$ cat config.mk
export PLATFORM = sky130hd
export DESIGN_NAME = vga_sync_porch_gen
export DESIGN_NICKNAME = d
export VERILOG_FILES = /design/src/rtl/vga_sync_porch_gen.sv
export SDC_FILE = /design/constraint.sdc
export NUM_CORES = 1
export LEC_CHECK = 0
export ABC_CLOCK_PERIOD_IN_PS = 3100
export CORE_MARGIN = 1
export CORE_UTILIZATION = 30
export CTS_BUF_LIST = sky130_fd_sc_hd__clkbuf_8 sky130_fd_sc_hd__clkbuf_16
export DETAILED_ROUTE_END_ITERATION = 8
export PLACE_DENSITY = 0.6
export RECOVER_POWER = 50
export SLEW_MARGIN = 10
export SYNTH_ARGS = -nofsm -noshare
export SYNTH_HDL_FRONTEND = slang
export SYNTH_SLANG_ARGS = --single-unit
$ cat constraint.sdc
create_clock -name i_Clk -period 3.1 [get_ports i_Clk]
set_clock_uncertainty 0.05 [all_clocks]
set_input_delay 0.31 -clock i_Clk [delete_from_list [all_inputs] [get_ports i_Clk]]
set_output_delay 0.31 -clock i_Clk [all_outputs]
set_load 0.01 [all_outputs]
$ cat src/rtl/vga_sync_porch_gen.sv
// VGA raster timing: active-window strobes upstream, porch/sync-aligned blanked video downstream.
// Latency VIDEO_DELAY cycles from counter to DAC outputs; free-running, no backpressure.
module vga_sync_porch_gen #(
    parameter int VIDEO_WIDTH   = 3,
    parameter int ACTIVE_COLS   = 640,
    parameter int H_FRONT_PORCH = 16,
    parameter int H_SYNC_WIDTH  = 96,
    parameter int H_BACK_PORCH  = 48,
    parameter int ACTIVE_ROWS   = 480,
    parameter int V_FRONT_PORCH = 10,
    parameter int V_SYNC_WIDTH  = 2,
    parameter int V_BACK_PORCH  = 33,
    parameter int VIDEO_DELAY   = 3
) (
    input  logic                   i_Clk,
    input  logic                   i_Rst_L,
    input  logic                   i_Enable,
    output logic [9:0]             o_Col_Count,
    output logic [9:0]             o_Row_Count,
    output logic                   o_Pattern_HSync,
    output logic                   o_Pattern_VSync,
    output logic                   o_Frame_Start,
    input  logic [VIDEO_WIDTH-1:0] i_Red_Video,
    input  logic [VIDEO_WIDTH-1:0] i_Grn_Video,
    input  logic [VIDEO_WIDTH-1:0] i_Blu_Video,
    output logic                   o_HSync,
    output logic                   o_VSync,
    output logic                   o_Active,
    output logic [VIDEO_WIDTH-1:0] o_Red_Video,
    output logic [VIDEO_WIDTH-1:0] o_Grn_Video,
    output logic [VIDEO_WIDTH-1:0] o_Blu_Video
);

    localparam int TOTAL_COLS = ACTIVE_COLS + H_FRONT_PORCH + H_SYNC_WIDTH + H_BACK_PORCH;
    localparam int TOTAL_ROWS = ACTIVE_ROWS + V_FRONT_PORCH + V_SYNC_WIDTH + V_BACK_PORCH;

    localparam logic [9:0] LAST_COL = 10'(TOTAL_COLS - 1);
    localparam logic [9:0] LAST_ROW = 10'(TOTAL_ROWS - 1);
    localparam logic [9:0] ACT_COLS = 10'(ACTIVE_COLS);
    localparam logic [9:0] ACT_ROWS = 10'(ACTIVE_ROWS);
    localparam logic [9:0] HS_START = 10'(ACTIVE_COLS + H_FRONT_PORCH);
    localparam logic [9:0] HS_END   = 10'(ACTIVE_COLS + H_FRONT_PORCH + H_SYNC_WIDTH);
    localparam logic [9:0] VS_START = 10'(ACTIVE_ROWS + V_FRONT_PORCH);
    localparam logic [9:0] VS_END   = 10'(ACTIVE_ROWS + V_FRONT_PORCH + V_SYNC_WIDTH);

    // Pipeline stage layout is {hs_n, vs_n, act}; idle is syncs deasserted, blanked.
    localparam logic [2:0] IDLE = 3'b110;

    logic       r_run;
    logic [9:0] col;
    logic [9:0] row;
    logic       hs_raw;
    logic       vs_raw;
    logic       act_raw;
    logic [2:0] raw;
    logic       act_in;

    logic [VIDEO_DELAY-1:0][2:0]   pipe;
    logic [VIDEO_WIDTH-1:0]        red_q;
    logic [VIDEO_WIDTH-1:0]        grn_q;
    logic [VIDEO_WIDTH-1:0]        blu_q;

    always_ff @(posedge i_Clk or negedge i_Rst_L) begin
        if (!i_Rst_L) begin
            r_run <= 1'b0;
        end else begin
            r_run <= i_Enable;
        end
    end

    // Clearing on a low i_Enable as well makes a mid-frame stop zero the counters on the very next edge.
    always_ff @(posedge i_Clk or negedge i_Rst_L) begin
        if (!i_Rst_L) begin
            col <= '0;
            row <= '0;
        end else if (!r_run || !i_Enable) begin
            col <= '0;
            row <= '0;
        end else if (col == LAST_COL) begin
            col <= '0;
            row <= (row == LAST_ROW) ? '0 : row + 10'd1;
        end else begin
            col <= col + 10'd1;
        end
    end

    assign o_Col_Count     = col;
    assign o_Row_Count     = row;
    assign o_Pattern_HSync = r_run && (col < ACT_COLS);
    assign o_Pattern_VSync = r_run && (row < ACT_ROWS);
    assign o_Frame_Start   = r_run && (col == '0) && (row == '0);

    assign hs_raw  = !(r_run && (col >= HS_START) && (col < HS_END));
    assign vs_raw  = !(r_run && (row >= VS_START) && (row < VS_END));
    assign act_raw = r_run && (col < ACT_COLS) && (row < ACT_ROWS);
    assign raw     = {hs_raw, vs_raw, act_raw};

    generate
        if (VIDEO_DELAY == 1) begin : g_short
            always_ff @(posedge i_Clk or negedge i_Rst_L) begin
                if (!i_Rst_L) begin
                    pipe <= {VIDEO_DELAY{IDLE}};
                end else begin
                    pipe <= raw;
                end
            end
            assign act_in = raw[0];
        end else begin : g_long
            always_ff @(posedge i_Clk or negedge i_Rst_L) begin
                if (!i_Rst_L) begin
                    pipe <= {VIDEO_DELAY{IDLE}};
                end else begin
                    pipe <= {pipe[VIDEO_DELAY-2:0], raw};
                end
            end
            assign act_in = pipe[VIDEO_DELAY-2][0];
        end
    endgenerate

    // Video is captured into the output stage only when the act bit moving into it is set.
    always_ff @(posedge i_Clk or negedge i_Rst_L) begin
        if (!i_Rst_L) begin
            red_q <= '0;
            grn_q <= '0;
            blu_q <= '0;
        end else begin
            red_q <= act_in ? i_Red_Video : '0;
            grn_q <= act_in ? i_Grn_Video : '0;
            blu_q <= act_in ? i_Blu_Video : '0;
        end
    end

    assign o_HSync     = pipe[VIDEO_DELAY-1][2];
    assign o_VSync     = pipe[VIDEO_DELAY-1][1];
    assign o_Active    = pipe[VIDEO_DELAY-1][0];
    assign o_Red_Video = red_q;
    assign o_Grn_Video = grn_q;
    assign o_Blu_Video = blu_q;

endmodule
==> results by group <==
Status
  • Run status: finished with violations
  • Failing checks: capacitance limit, slew limit

Hold path
  • Hold Path Origin: pipe[0]
  • Worst Hold Class: flop to flop

Die
  • Die Width: 79.69 um
  • DIE HEIGHT: about 80 um
  • Rows: 27
  • DIE AREA: 6350 um^2
  • Core area: 5675 um^2
  • Initial core utilization: 31.90%
  • I/O pin count: 47

Power
  • Tot Pwr: 1.115 mW
  • VDD IR max: 0.2674 mV
  • Pwr dens: roughly 450 nW/um^2
  • Leak: between 0.9 and 1 nW

GRT
  • Vias in the first global route: 1281
  • Gr ovfl total: 0
  • Initial antenna violation count: 0
  • First-pass GRT wire length: about 6.6 mm
  • Largest net degree at the start of global routing: 40
  • Tot GR Track Use: approximately 14%

Job
  • Max cap viols: 1

Drt
  • Metal2 WL: ~1.7 mm
  • Vias per inst: 4.841
  • Total number of vias: 1341
  • Met3 wire len: 289 um
  • Drt pass-1 iters: 5
  • DR iter-0 viols: 46
  • Drt wl/cell: 14.06 um
  • DRC Markers: 0
  • M1 wire length: about 1.8 mm
  • Post-route ant nets: 0
  • Highest metal used: met4
  • Final wirelength: 3.894 mm

Logic synthesis
  • Mapped Avg Cell Area: roughly 12 um^2
  • Mapped cell area: 1810 um^2
  • Seq/Total Area, Yosys: 54.32%
  • Yosys warns: 0
  • Async SR Flop Fraction: 100.0%
  • Yosys top cell area share: 45.61%
  • Synth cell types: 42
  • Syn Nets: 171
  • Area leader, netlist: dfrtp_1
  • Main area contributors after synthesis: dfrtp_1 46%, dfstp_2 8.7%, and2_1 4.1%, ha_1 3.5%, nand3_1 2.8%
  • Primary FF master, synth: dfrtp_1
  • Post-synth EDFFs: 0
  • Gate count of the mapped netlist: 154
  • Most frequent cells after synthesis: 33 x dfrtp_1, 13 x nand2_1, 12 x and2_1
  • Top-count cell post-synth: dfrtp_1
  • Synthesized flop and latch total: 39

Critical path
  • WP data required: 2.74 ns
  • Crit. Startpoint: o_Row_Count[1]
  • Arr. time, crit path: 2.30 ns
  • WS Path Type: flop to primary output
  • Startpoint types: flop
  • Critical path peak fanout: 7
  • Critical Path End Type: primary output
  • Reg2Reg Launch Point: o_Col_Count[0]

STA
  • Final setup TNS: 0 ns
  • Max Slew Vio Count: 40
  • Fin. Hold Viols: 0
  • Period utilization: 85.68%
  • Slew HR: -37.18%
  • Fmax: 376.5 MHz
  • Min Hold Slack: 0.3028 ns
  • Final Critical Period: 2.656 ns
  • Tightest Pin Transition: 2.058 ns
  • RSZ-0062 raised after global routing: false
  • Final Setup Violations: 0

Clock tree
  • Reg clk slew, reported paths: about 0.080 ns
  • Clk buf depth: 2
  • Skew-Pair Late Insertion Delay: 0.29 ns
  • H-tree levels: 2
  • Post-cts hold buffer count: 0
  • CTS Sinks: 39
  • Post-CTS Resized: 0
  • Post-CTS setup repair buffer count: 0
  • Clock tree from TritonCTS: built
  • CTS Buf Count: 5
  • CTS root buffer: clkbuf_8

Placed design
  • GPL Wtd Cong: between 0.7 and 0.8
  • Placed cell count: 269
  • DPL Wire Length: 2.652 mm
  • PortBufs: 46

Final layout
  • Finished Layout Cells: 277
  • Layout cells sized above 1: 13.66%
  • Final antenna diode count: 0
  • Nets: 221
  • Area Overhead vs Synth: 36.28%
  • Fill count: 578
==> worst paths after layout <==
kind / to / slack (ns) / cells after the start
setup / recovery: o_Frame_Start / 0.44 / 6
hold / removal: act_in / 0.30 / 0
setup reg to reg: o_Row_Count[3] / 1.05 / 5
hold reg to reg: act_in / 0.30 / 0
max in group asynchronous: o_Row_Count[3] / 1.27 / 1
min in group asynchronous: o_Blu_Video[2] / 0.54 / 1
==> final cells by class <==
type,count,area (um^2),area share (%)
clock inverter,3,63.81,2.586
timing repair buffer,46,454.2,18.41
multi-input combinational,106,784.5,31.80
tap,72,90.09,3.651
inverter,6,22.52,0.9128
sequential,39,983.4,39.86
clock buffer,5,68.82,2.789
==> registers in the layout (all words and copies together) (netlist names), 3 cells and up <==
signal       count
o_Grn_Video      3
o_Red_Video      3
o_Blu_Video      3
pipe             5
o_Col_Count     10
o_Row_Count     10
==> kinds of logic (layout without fill, tap and decap cells) <==
kind of cell | Yosys count | count (layout) | share of synthesized area [%]
and+or+nand+nor | 72 | 72 | 24.19
xor gates and xnor gates | 8 | 8 | 3.870
buffers and inverters | 9 | 60 | 2.349
adders and majority gates | 5 | 5 | 3.455
DFF | 39 | 39 | 54.32
AOI/OAI and AO/OA | 21 | 21 | 11.82
==> per-stage QoR <==
step	setup WS, ns	utilization (%)	instance area, um^2
finish	0.4439	43.47	2467
global route	0.2184	43.47	2467
CTS	0.3970	43.50	2469
detailed placement	0.7264	41.16	2336
global placement	0.7716	41.16	2336
floorplan	1.240	-	1810
==> power by group <==
part,switching (mW),internal [mW],total (mW)
sequential,0.00946,0.520,0.530
clock,0.180,0.318,0.498
combinational,0.0427,0.0441,0.0868
total,0.232,0.883,1.11
==> metal layers <==
layer  vias up  track usage [%]
met4         0            5.818
met5         -                0
met3         6            4.686
met1       637            18.93
met2        51            19.49
li1        647                -
==> cell usage in the layout (no fill, tap or decap), types with 2 or more instances in the layout <==
cell,count
clkdlybuf4s50_1,44
dfrtp_1,33
nand2_1,13
and2_1,10
nor2_1,10
nand3_1,10
inv_1,7
o21ai_0,6
dfstp_2,6
nand4_1,5
xnor2_1,5
ha_1,5
clkbuf_8,5
or3_1,4
xor2_1,3
o311ai_2,3
and2_0,2
nor3_1,2
o2bb2ai_1,2
o211ai_1,2
o211ai_2,2
bufinv_16,2
==> worst max-delay path, stage by stage (launching register included) <==
cell	delay, ns
dfrtp_1	0.48
inv_1	0.11
ha_1	0.13
nor2b_1	0.28
nand4_1	0.16
nor4_1	0.26
clkdlybuf4s50_1	0.58
No activity file was read; power rests on OpenSTA's default activity.
